--- src/rtl/dpi_marshal_pkg.sv ---
// -----------------------------------------------------------------------------
// dpi_marshal_pkg
// Shared types and helpers for the DPI open-array marshaller.
//   state_e     : call-sequencing FSM states
//   HDR_*       : bit offsets of the fields inside the host-bound header word
//   build_hdr() : assembles the header word from func id, count, out-array flag
// -----------------------------------------------------------------------------
package dpi_marshal_pkg;

  typedef enum logic [2:0] {
    S_IDLE    = 3'd0,
    S_TX_HDR  = 3'd1,
    S_TX_DATA = 3'd2,
    S_RX_DATA = 3'd3,
    S_RX_RET  = 3'd4,
    S_RSP     = 3'd5
  } state_e;

  localparam int HDR_FID_LSB = 16;
  localparam int HDR_N_LSB   = 8;
  localparam int HDR_OUT_BIT = 0;

  // Header layout: [31:16] func id, [15:8] element count, [7:1] zero,
  // [0] out-array flag.
  function automatic logic [31:0] build_hdr(input logic [15:0] func_id,
                                            input logic [7:0]  n,
                                            input logic        out_array);
    logic [31:0] hdr;
    hdr                       = '0;
    hdr[HDR_FID_LSB +: 16]    = func_id;
    hdr[HDR_N_LSB +: 8]       = n;
    hdr[HDR_OUT_BIT]          = out_array;
    return hdr;
  endfunction

endpackage

--- src/rtl/dpi_array_marshal.sv ---
// -----------------------------------------------------------------------------
// dpi_array_marshal
// Serialises one DPI call (function id + open array of up to N_MAX 32-bit
// elements) into a host-bound word stream, then collects the host's reply:
// optional output-array words followed by the 32-bit return value.
// One call in flight at a time.
//
// Ports
//   clk_i, rst_ni                      clock, async active-low reset
//   req_valid_i / req_ready_o          call request handshake
//   req_func_id_i, req_n_i,
//   req_out_array_i, req_data_i        call descriptor and input array
//   tx_valid_o / tx_ready_i,
//   tx_data_o, tx_last_o               host-bound word stream
//   rx_valid_i / rx_ready_o, rx_data_i host reply words
//   rsp_valid_o / rsp_ready_i,
//   rsp_ret_o, rsp_data_o, rsp_err_o   result back to the calling logic
//
// All outputs come from registers or from a decode of the state register;
// no handshake input reaches an output combinationally.
// -----------------------------------------------------------------------------
module dpi_array_marshal
  import dpi_marshal_pkg::*;
#(
  parameter int N_MAX     = 4,
  parameter int FUNC_ID_W = 8   // at most 16: it is zero-extended into the header
) (
  input  logic                  clk_i,
  input  logic                  rst_ni,

  input  logic                  req_valid_i,
  output logic                  req_ready_o,
  input  logic [FUNC_ID_W-1:0]  req_func_id_i,
  input  logic [7:0]            req_n_i,
  input  logic                  req_out_array_i,
  input  logic [N_MAX*32-1:0]   req_data_i,

  output logic                  tx_valid_o,
  input  logic                  tx_ready_i,
  output logic [31:0]           tx_data_o,
  output logic                  tx_last_o,

  input  logic                  rx_valid_i,
  output logic                  rx_ready_o,
  input  logic [31:0]           rx_data_i,

  output logic                  rsp_valid_o,
  input  logic                  rsp_ready_i,
  output logic [31:0]           rsp_ret_o,
  output logic [N_MAX*32-1:0]   rsp_data_o,
  output logic                  rsp_err_o
);

  localparam int         IDX_W   = (N_MAX > 1) ? $clog2(N_MAX) : 1;
  localparam logic [7:0] N_MAX_B = 8'(N_MAX);

  state_e               state_q, state_d;
  logic [FUNC_ID_W-1:0] fid_q;
  logic [7:0]           n_q;
  logic                 out_q;
  logic                 err_q;
  logic [7:0]           cnt_q;
  logic [31:0]          ret_q;
  logic [31:0]          elem_q [N_MAX];

  logic [IDX_W-1:0]     idx;
  logic                 last_elem;

  // cnt_q never reaches n_q (<= N_MAX), so the low bits always address a
  // valid element.
  assign idx       = cnt_q[IDX_W-1:0];
  // Only consulted in TX_DATA / RX_DATA, where n_q >= 1.
  assign last_elem = (cnt_q == (n_q - 8'd1));

  // ---------------------------------------------------------------------------
  // FSM state register
  // ---------------------------------------------------------------------------
  always_ff @(posedge clk_i or negedge rst_ni) begin
    if (!rst_ni) begin
      state_q <= S_IDLE;
    end else begin
      state_q <= state_d;
    end
  end

  // ---------------------------------------------------------------------------
  // FSM next state
  // ---------------------------------------------------------------------------
  always_comb begin
    state_d = state_q;
    case (state_q)
      S_IDLE: begin
        if (req_valid_i) state_d = S_TX_HDR;
      end
      S_TX_HDR: begin
        if (tx_ready_i) state_d = (n_q == 8'd0) ? S_RX_RET : S_TX_DATA;
      end
      S_TX_DATA: begin
        if (tx_ready_i && last_elem) state_d = out_q ? S_RX_DATA : S_RX_RET;
      end
      S_RX_DATA: begin
        if (rx_valid_i && last_elem) state_d = S_RX_RET;
      end
      S_RX_RET: begin
        if (rx_valid_i) state_d = S_RSP;
      end
      S_RSP: begin
        if (rsp_ready_i) state_d = S_IDLE;
      end
      default: state_d = S_IDLE;
    endcase
  end

  // ---------------------------------------------------------------------------
  // Datapath: latched call descriptor, element array, counter, return value
  // ---------------------------------------------------------------------------
  always_ff @(posedge clk_i or negedge rst_ni) begin
    if (!rst_ni) begin
      fid_q <= '0;
      n_q   <= '0;
      out_q <= 1'b0;
      err_q <= 1'b0;
      cnt_q <= '0;
      ret_q <= '0;
      for (int i = 0; i < N_MAX; i++) elem_q[i] <= '0;
    end else begin
      case (state_q)
        S_IDLE: begin
          if (req_valid_i) begin
            fid_q <= req_func_id_i;
            out_q <= req_out_array_i;
            cnt_q <= '0;
            // Oversized requests are clamped so the call still completes
            // with a well-formed stream; the error flag reports it.
            if (req_n_i > N_MAX_B) begin
              n_q   <= N_MAX_B;
              err_q <= 1'b1;
            end else begin
              n_q   <= req_n_i;
              err_q <= 1'b0;
            end
            for (int i = 0; i < N_MAX; i++) elem_q[i] <= req_data_i[i*32 +: 32];
          end
        end
        S_TX_DATA: begin
          if (tx_ready_i) cnt_q <= last_elem ? 8'd0 : cnt_q + 8'd1;
        end
        S_RX_DATA: begin
          if (rx_valid_i) begin
            elem_q[idx] <= rx_data_i;
            cnt_q       <= last_elem ? 8'd0 : cnt_q + 8'd1;
          end
        end
        S_RX_RET: begin
          if (rx_valid_i) ret_q <= rx_data_i;
        end
        S_RSP: begin
          if (rsp_ready_i) err_q <= 1'b0;
        end
        default: ;
      endcase
    end
  end

  // ---------------------------------------------------------------------------
  // Outputs: state decode plus registered values
  // ---------------------------------------------------------------------------
  assign req_ready_o = (state_q == S_IDLE);
  assign tx_valid_o  = (state_q == S_TX_HDR) || (state_q == S_TX_DATA);
  assign rx_ready_o  = (state_q == S_RX_DATA) || (state_q == S_RX_RET);
  assign rsp_valid_o = (state_q == S_RSP);
  assign rsp_ret_o   = ret_q;
  assign rsp_err_o   = err_q;

  always_comb begin
    tx_data_o = '0;
    tx_last_o = 1'b0;
    case (state_q)
      S_TX_HDR: begin
        tx_data_o = build_hdr(16'(fid_q), n_q, out_q);
        tx_last_o = (n_q == 8'd0);
      end
      S_TX_DATA: begin
        tx_data_o = elem_q[idx];
        tx_last_o = last_elem;
      end
      default: ;
    endcase
  end

  // The element array doubles as the response array: entries not
  // overwritten by the host keep their request values.
  for (genvar gi = 0; gi < N_MAX; gi++) begin : g_rsp_pack
    assign rsp_data_o[gi*32 +: 32] = elem_q[gi];
  end

endmodule

--- config.mk ---
export PLATFORM = sky130hd
export DESIGN_NAME = dpi_array_marshal
export DESIGN_NICKNAME = d
export VERILOG_FILES = /design/src/rtl/dpi_marshal_pkg.sv /design/src/rtl/dpi_array_marshal.sv
export SDC_FILE = /design/constraint.sdc
export NUM_CORES = 1
export LEC_CHECK = 0
export CORE_MARGIN = 2
export CORE_UTILIZATION = 45
export CTS_BUF_LIST = sky130_fd_sc_hd__clkbuf_8 sky130_fd_sc_hd__clkbuf_16
export DETAILED_ROUTE_END_ITERATION = 12
export HOLD_SLACK_MARGIN = 0.06
export PLACE_DENSITY = 0.93
export RECOVER_POWER = 50
export SLEW_MARGIN = 20
export SYNTH_ARGS = -nofsm -noshare
export SYNTH_HDL_FRONTEND = slang
export SYNTH_SLANG_ARGS = --single-unit
--- constraint.sdc ---
create_clock -name clk_i -period 2.6 [get_ports clk_i]
set_input_delay 0.26 -clock clk_i [delete_from_list [all_inputs] [get_ports clk_i]]
set_output_delay 0.26 -clock clk_i [all_outputs]
set_load 0.005 [all_outputs]
; ---- Word level (Yosys, flattened, before mapping)
; Cells that the tools add are included.
[totals]
latchBits = 0
output_inout_bits = 198
mem_bits_rw = 0
mem_count = 0
mem_bits_ro = 0
register_bits = 189
wordCells = 77
[classes]
eq_ne = 14
n_lt_le_gt_ge = 3
multipliers = 0
div_mod_pow = 0
bitwise = 1
n_mux = 30
shifts = 0
add_sub_neg = 2
reduce_logical = 16
[ops]
columns = op, count
row1 = $mux 128, 2
row2 = $pmux 128 s2, 1
row3 = $bwmux 128, 1
row4 = $mux 32, 3
row5 = $bmux 32 s2, 1
row6 = $demux 32 s2, 1
row7 = $pmux 32 s2, 1
row8 = $mux 8, 5
row9 = $mux 3, 8
row10 = $pmux 8 s3, 1
row11 = $pmux 3 s6, 1
row12 = $ne 2x2->1 const B, 7
row13 = $add 8x1->8 const B, 1
row14 = $eq 8x8->1, 1
row15 = $gt 8x3->1 const B, 1
row16 = $logic_not 8->1, 1
row17 = $sub 8x1->8 const B, 1
row18 = $eq 3x2->1 const B, 2
row19 = $eq 3x3->1 const B, 2
row20 = $reduce_and 3->1, 2
row21 = $reduce_and 6->1, 1
row22 = $pmux 1 s2, 2
row23 = $reduce_and 2->1, 2
row24 = $reduce_and 4->1, 1
row25 = other kinds (11), 17

; ---- Depth between registers and ports, before layout
; Gate-level depths: netlist of run 1.
[depth]
depth_word = 8
mapped_depth = 9
depth_no_buf = 8

; ---- Worst setup path after synthesis of run 1
; Ideal clock, no wire load.
[synth_timing]
path_kind = register to output
from = register cnt_q[0]
to = output tx_data_o[11]
slack_ps = 504
path_stages_with_launch = 5
required_ps = 2340
t_arrival_ps = 1836
path_cell_list = dfrtp_1 -> buf_2 -> buf_1 -> mux4_2 -> a22o_1
[synth_via]
elab_chain_cells = 5
[synth_lines]
columns = item, line_no
row1 = "start, declared", dpi_array_marshal.sv:62  ; logic [7:0] cnt_q;
row2 = "start signal, assigned", dpi_array_marshal.sv:146  ; if (tx_ready_i) cnt_q <= last_elem ? 8'd0 : cnt_q + 8'd1;
row3 = "start signal, assigned", dpi_array_marshal.sv:151  ; cnt_q <= last_elem ? 8'd0 : cnt_q + 8'd1;
row4 = $not 2->3 (not written as such), dpi_array_marshal.sv:184  ; tx_data_o = elem_q[idx];
row5 = $bmux 32 s2, dpi_array_marshal.sv:184
row6 = $mux 32 (not written as such) (2 in a row), dpi_array_marshal.sv:184
row7 = $pmux 32 s2, dpi_array_marshal.sv:178  ; case (state_q)
row8 = "end, declared", dpi_array_marshal.sv:40  ; output logic [31:0] tx_data_o,
; Every way passes these cells. The select of a mux whose other input is x is not followed.

; ---- Worst setup path after layout of run 1
[layout_timing]
from = register n_q[2]
to = output tx_last_o
[layout_via]
elab_chain_cells = 3
word_cells_on_any_way = 4
[layout_lines]
columns = item, line_no
row1 = "start, declared", dpi_array_marshal.sv:59  ; logic [7:0] n_q;
row2 = "start signal, assigned", dpi_array_marshal.sv:139  ; n_q <= req_n_i;
row3 = $sub 8x1->8, dpi_array_marshal.sv:73  ; assign last_elem = (cnt_q == (n_q - 8'd1));
row4 = $eq 8x8->1, dpi_array_marshal.sv:73
row5 = $pmux 1 s2 *, dpi_array_marshal.sv:178
row6 = "end, declared", dpi_array_marshal.sv:41  ; output logic tx_last_o,
; Mark *: on every way between the ends. The rest lies on a longest branch, timed or not.

==> metrics.yaml, run 1 <==
die:
  io_pins: 381
  rows: 54
  start_util: 0.456
  fp.dieW_um: 152
  core_area_sq_mm: 0.0217
  die_y_um: 152
  dieArea_sq_mm: 0.0232
sta:
  post-route-worst-setup-slack_ns: -0.0388
  final.setup.tns_ns: -0.0388
  skew_ns: 0.0176
  slew_violations: 66
  rsz0062_at_grt: "true"
  post-route-period-util: 1.01
  hold_viol_final: 0
  relSlewSlack: -0.162
  hold_slack_ns: 0.375
  tightest_slew_ns: 1.74
  setup_viol: 1
  maxClockFrequency_ghz: 0.379
  min_period_ns: 2.64
placement:
  dp.cells: 1656
  gp_congestion: 0.938
  port_buffers: 380
  dpl_cell_area_sq_mm: 0.0142
  dp_hpwl_mm: 26.7
  place_ws_ns: -0.0819
final_layout:
  layout-drive-gt1-share: 0.146
  final_cell_mix: "clkdlybuf4s50_1, dfrtp_1, nand2_1, nor2_1"
  layout_commonest_cell: "clkdlybuf4s50_1"
  fillCellCount: 1575
  final_area_sq_mm: 0.0151
  final_cells: 1712
  area_delta_synth_final_pct: 52.5
  layout.nets: 1608
synth:
  ys_top_cells_by_area: "dfrtp_1, a31oi_1, mux4_2"
  syn_nets: 1234
  async_flop_share: 1.00
  synthCells: 1045
  synth-edff-count: 0
  synth_top_cell_by_area: "dfrtp_1"
  synth_ff_type: "dfrtp_1"
  synth.distinct_cells: 51
  avgSynthCellArea_sq_um: 9.46
  syn_area_sq_mm: 0.00988
  synth_top_area_share: 0.479
  ys_seq_area_frac: 0.479
  yosysWarnings: 0
  synth_seq_cells: 189
clocking:
  cts_tree: "built"
  clock_sinks: 189
  clk_latency_ns: 0.44
  clkTransAtPathRegs_ns: 0.07
  cts_made_buffers: 17
  clock_path_buffers: 2
  root_buffer: "clkbuf_16"
  cts-htree-levels: 4
global_route:
  grt_max_degree: 129
  antenna_found_initial: 2
  grtUsageTotal: 0.326
  grt-ovfl-total: 0
  grt_pass1_vias: 10379
  grt_pass1_wl_mm: 58.7
run_status:
  violations: "capacitance limit, slew limit, setup timing"
  status: "finished, violations left"
job:
  drv_cap: 1
drt:
  ant_nets: 0
  wire_per_inst_um: 22.9
  drt_wl_total_mm: 39.2
  vias_per_cell: 6.12
  drt_pre_antenna_iters: 5
  drt_iter0_drc: 755
  drc: 0
  num_vias: 10473
setup_path:
  cp-start-kind: "flop"
  cp_max_fo: 4
  arrival_ns: 2.38
  worstRegToRegCells: 9
  crit_type: "reg -> out"
  crit_path_end_kind: "primary output"
  worstPathRequired_ns: 2.34
power:
  powerDensity_mw_per_mm2: 1210
  leakage_uw: 0.00628
  ir_drop_mv: 0.644
min_path:
  hp-class: "in -> reg"
  worstHoldPathCells: 3
## cells by family (layout without fill, tap and decap cells)
| logic type | after synthesis | in the layout | share of synthesized area |
|---|---|---|---|
| XOR/XNOR | 13 | 13 | 0.0115 |
| AND/OR/NAND/NOR | 472 | 472 | 0.212 |
| multiplexers | 78 | 78 | 0.125 |
| other | 0 | 1 | 0 |
| buffers and inverters | 105 | 491 | 0.0432 |
| AO/OA/AOI/OAI | 182 | 182 | 0.122 |
| adder cells (fa/ha/maj) | 6 | 6 | 0.00760 |
| flip-flops | 189 | 189 | 0.479 |
## power breakdown
group / switching (uW) / internal (uW) / total [uW] / leakage (uW)
sequential: 1130 / 4350 / 5470 / 0.00217
clock: 1220 / 1520 / 2740 / 0.000300
combinational: 4840 / 5160 / 10000 / 0.00381
total: 7190 / 11000 / 18200 / 0.00628
## flip-flops by register name, summed over array words and instances, names as in the netlist
signal,flops
rsp_data_o,128
rsp_ret_o,32
cnt_q,8
fid_q,8
n_q,8
state_q,3
out_q,1
rsp_err_o,1
## cells in the mapped netlist, types with 7 or more instances
cell type / instances
nand3_1: 129
o21ai_0: 13
nand2_1: 151
a31oi_1: 129
dfrtp_1: 189
mux4_2: 32
nor2_1: 139
buf_1: 14
and3_1: 17
a22o_1: 15
clkbuf_1: 62
nor2b_1: 8
mux2_2: 43
inv_1: 8
buf_2: 20
xnor2_1: 7
## what timing repair did
action,4_1_cts,5_1_grt
pin swaps,1,10
endpoints found under the hold margin,63,0
resized for setup,20,23
gates cloned,1,2
setup endpoints to repair,23,21
buffers inserted,2,18
hold buffers,1,0
## worst paths after layout
path,startpoint,end,slack (ns)
worst max-delay path,n_q[2],tx_last_o,-0.04
worst min-delay path,req_data_i[87],rsp_data_o[87],0.37
worst max register to register,cnt_q[0],rsp_data_o[89],0.24
worst min register to register,rsp_ret_o[31],rsp_ret_o[31],0.51
max in group asynchronous,rst_ni,rsp_data_o[106],0.38
min in group asynchronous,rst_ni,rsp_data_o[100],0.82
## per-stage QoR
stage               utilization  power [uW]
floorplan                     -        9800
global placement          0.653       15100
detailed placement        0.653       15500
CTS                       0.684       18200
global route              0.695       19100
finish                    0.695       18200
## worst max-delay path, cell delays in order (launching register included)
cell and delay [ns]:
dfrtp_1 0.40, or4_4 0.58, o211a_1 0.24, or3_4 0.39, nand4_4 0.12, o32ai_2 0.09, buf_2 0.14
## final cells by class
class / count / area [sq um] / share of cell area
timing repair buffer: 452 / 4520 / 0.300
multi-input combinational: 751 / 4840 / 0.321
tap: 280 / 350 / 0.0233
clock buffer: 17 / 425 / 0.0282
antenna: 1 / 2.50 / 0.000166
inverter: 8 / 32.5 / 0.00216
clock inverter: 14 / 169 / 0.0112
sequential: 189 / 4730 / 0.314
## per-layer routing
metal	global-route usage	vias up	part of all wire
met5	0	-	0
met4	0.174	0	0.052
met2	0.517	771	0.48
met3	0.0902	154	0.10
met1	0.408	5061	0.37
li1	-	4487	-
Note: power is estimated with default switching activity, not from simulation.
==> inputs of run 2 (changes only) <==
- REMOVE_ABC_BUFFERS: default -> 1
==> run 2 against run 1 <==
Effect of this change: the run now ends clean; total power shrank 1.4%; sequential share of layout area is 0.13 points higher; clock power shrank 9.5%; critical endpoint unchanged; critical path depth unchanged; routed wire length is 0.35% higher.
==> metrics.yaml, run 2 (synthesized netlist as in run 1, its figures left out) <==
setup_path:
  crit_type: "reg -> out"  # unchanged
  cp_num_buf_inv: 1  # unchanged
  path_cells: "or4_4, nor4_2, or3_4, nand4_4, o32ai_4, buf_2"  # was or4_4, o211a_1, or3_4, nand4_4, o32ai_2, buf_2
  cp_max_fo: 4  # unchanged
  worstPathRequired_ns: 2.34  # about the same
  max_stage_delay_ns: 0.58  # about the same
  arrival_ns: 2.32  # was 2.38 ns
  crit_path_end_kind: "primary output"  # unchanged
  cp_slowest_cell: "or4_4"  # unchanged
  cp-start-kind: "flop"  # unchanged
  cpLargestDelayFamily: "simple AND/OR/NAND/NOR gates"  # unchanged
die:
  dieArea_sq_mm: 0.0232  # unchanged
  start_util: 0.456  # unchanged
  core_area_sq_mm: 0.0217  # unchanged
  die_y_um: 152  # unchanged
  fp.dieW_um: 152  # unchanged
  rows: 54  # unchanged
  io_pins: 381  # unchanged
placement:
  dpl_cell_area_sq_mm: 0.0142  # about the same
  dp.cells: 1657  # was 1656
  gp_congestion: 0.917  # was 0.938
  dp_hpwl_mm: 26.1  # was 26.7 mm
  port_buffers: 380  # unchanged
sta:
  skew_ns: 0.0113  # was 0.0176 ns
  hold_slack_ns: 0.391  # was 0.375 ns
  setup_viol: 0  # was 1
  min_period_ns: 2.58  # was 2.64 ns
  tightest_slew_ns: 1.22  # was 1.74 ns
  relSlewSlack: 0.186  # was -0.162
  rsz0062_at_grt: "true"  # unchanged
  hold_viol_final: 0  # unchanged
  maxClockFrequency_ghz: 0.388  # was 0.379 GHz
  slew_violations: 0  # was 66
  post-route-period-util: 0.991  # was 1.01
power:
  powerDensity_mw_per_mm2: 1200  # was 1210 mW/mm^2
  leakage_uw: 0.00631  # was 0.00628 uW
  ir_drop_mv: 0.757  # was 0.644 mV
  total_power_uw: 18000  # was 18200 uW
global_route:
  grtUsageTotal: 0.330  # was 0.326
  grt_pass1_wl_mm: 59.7  # was 58.7 mm
  antenna_found_initial: 0  # was 2
  grt_max_degree: 109  # was 129
  grt_pass1_vias: 10875  # was 10.4k
  grt-ovfl-total: 0  # unchanged
clocking:
  cts_tree: "built"  # unchanged
  clock_path_buffers: 2  # unchanged
  cts-htree-levels: 4  # unchanged
  root_buffer: "clkbuf_16"  # unchanged
  clkTransAtPathRegs_ns: 0.08  # was 0.07 ns
  clock_sinks: 189  # unchanged
  cts_made_buffers: 17  # unchanged
  clk_latency_ns: 0.43  # was 0.44 ns
drt:
  drt_iter0_drc: 922  # was 755
  vias_per_cell: 6.12  # about the same
  drt_pre_antenna_iters: 7  # was 5
  drt_wl_total_mm: 39.4  # was 39.2 mm
  drc: 0  # unchanged
  num_vias: 10455  # about the same
  wire_per_inst_um: 23.1  # was 22.9 um
  ant_nets: 0  # unchanged
final_layout:
  area_delta_synth_final_pct: 51.9  # was 52.5%
  final_cell_mix: "clkdlybuf4s50_1, dfrtp_1, nand2_1, nor2_1"  # unchanged
  layout_commonest_cell: "clkdlybuf4s50_1"  # unchanged
  final_area_sq_mm: 0.0150  # was 0.0151 sq mm
  final_cells: 1707  # was 1712
  layout-drive-gt1-share: 0.144  # was 0.146
  final_core_util: 0.692  # was 0.695
  layout.nets: 1604  # was 1608
  largest_reg_flops: 128  # unchanged
  antenna_cells: 0  # was 1
run_status:
  status: "completed"  # was finished, violations left
job:
  drv_cap: 0  # was 1
min_path:
  hp-class: "in -> reg"  # unchanged
-- run 2: changes by cell type in the layout (fill, tap and decap cells not counted), moves of 2 or more --
cell	delta
dlygate4sd2_1	-10
clkdlybuf4s50_1	+2
clkinvlp_4	+4
buf_4	-5
dlygate4sd3_1	-2
inv_8	+2
bufinv_16	-3
buf_6	-3
dlymetal6s2s_1	+10
-- run 2: layout make-up --
cell class | count | area [sq um]
Multi-Input combinational cell | 751 | 4830
Clock inverter | 14 | 115
Fill cell | 1542 | 6680
Inverter | 8 | 30.0
Tap cell | 280 | 350
Timing Repair Buffer | 448 | 4520
Clock buffer | 17 | 425
Sequential cell | 189 | 4730
-- run 2: path summary, 6_finish.rpt --
| kind | endpoint | cells after the start | startpoint | slack [ns] |
|---|---|---|---|---|
| worst max-delay path | tx_last_o | 6 | n_q[2] | 0.02 |
| worst min-delay path | rsp_data_o[80] | 3 | req_data_i[80] | 0.39 |
| worst max register to register | cnt_q[7] | 7 | n_q[2] | 0.33 |
| worst min register to register | rsp_ret_o[16] | 1 | rsp_ret_o[16] | 0.50 |
| max in group asynchronous | rsp_data_o[39] | 3 | rst_ni | 0.39 |
| min in group asynchronous | rsp_data_o[9] | 2 | rst_ni | 0.64 |
-- run 2: report_power, final --
part / internal (uW) / switching [uW] / leakage [uW] / total (uW)
clock network: 1240 / 1240 / 0.000255 / 2480
logic: 5160 / 4860 / 0.00389 / 10000
registers: 4350 / 1110 / 0.00217 / 5450
-- run 2: repair_timing --
item / in CTS / in global routing
hold buffers: 1 / 0
gates cloned: 1 / 2
resized for setup: 17 / 22
buffers inserted: 3 / 12
pin swaps: 2 / 3
hold endpoints to repair: 82 / 0
setup endpoints to repair: 14 / 18
-- run 2: metal layers --
metal  GRT usage  vias to the layer above  wire length [um]
met2       0.545                      715             19100
met3      0.0887                      174              3710
li1            -                     4493                 -
met4       0.186                        0              2230
met5           0                        -                 0
met1       0.392                     5073             14300
-- run 2: worst reg2reg max path, cell delays in order (launching register included) --
cell	delay, ns
dfrtp_1	0.41
or4_4	0.58
nor4_2	0.27
or3_4	0.17
nand4_4	0.08
buf_4	0.20
a21oi_1	0.33
nor2_1	0.10
-- run 2: stage by stage --
| stage | worst slack (ns) | TNS, ns |
|---|---|---|
| 3_3_place_gp | -0.0369 | -0.0369 |
| 3_5_place_dp | -0.0404 | -0.0404 |
| 2_1_floorplan | -4.03 | -518.61 |
| 4_1_cts | -0.0447 | -0.288 |
| 6_report | 0.0242 | 0 |
| 5_1_grt | -0.0876 | -0.205 |
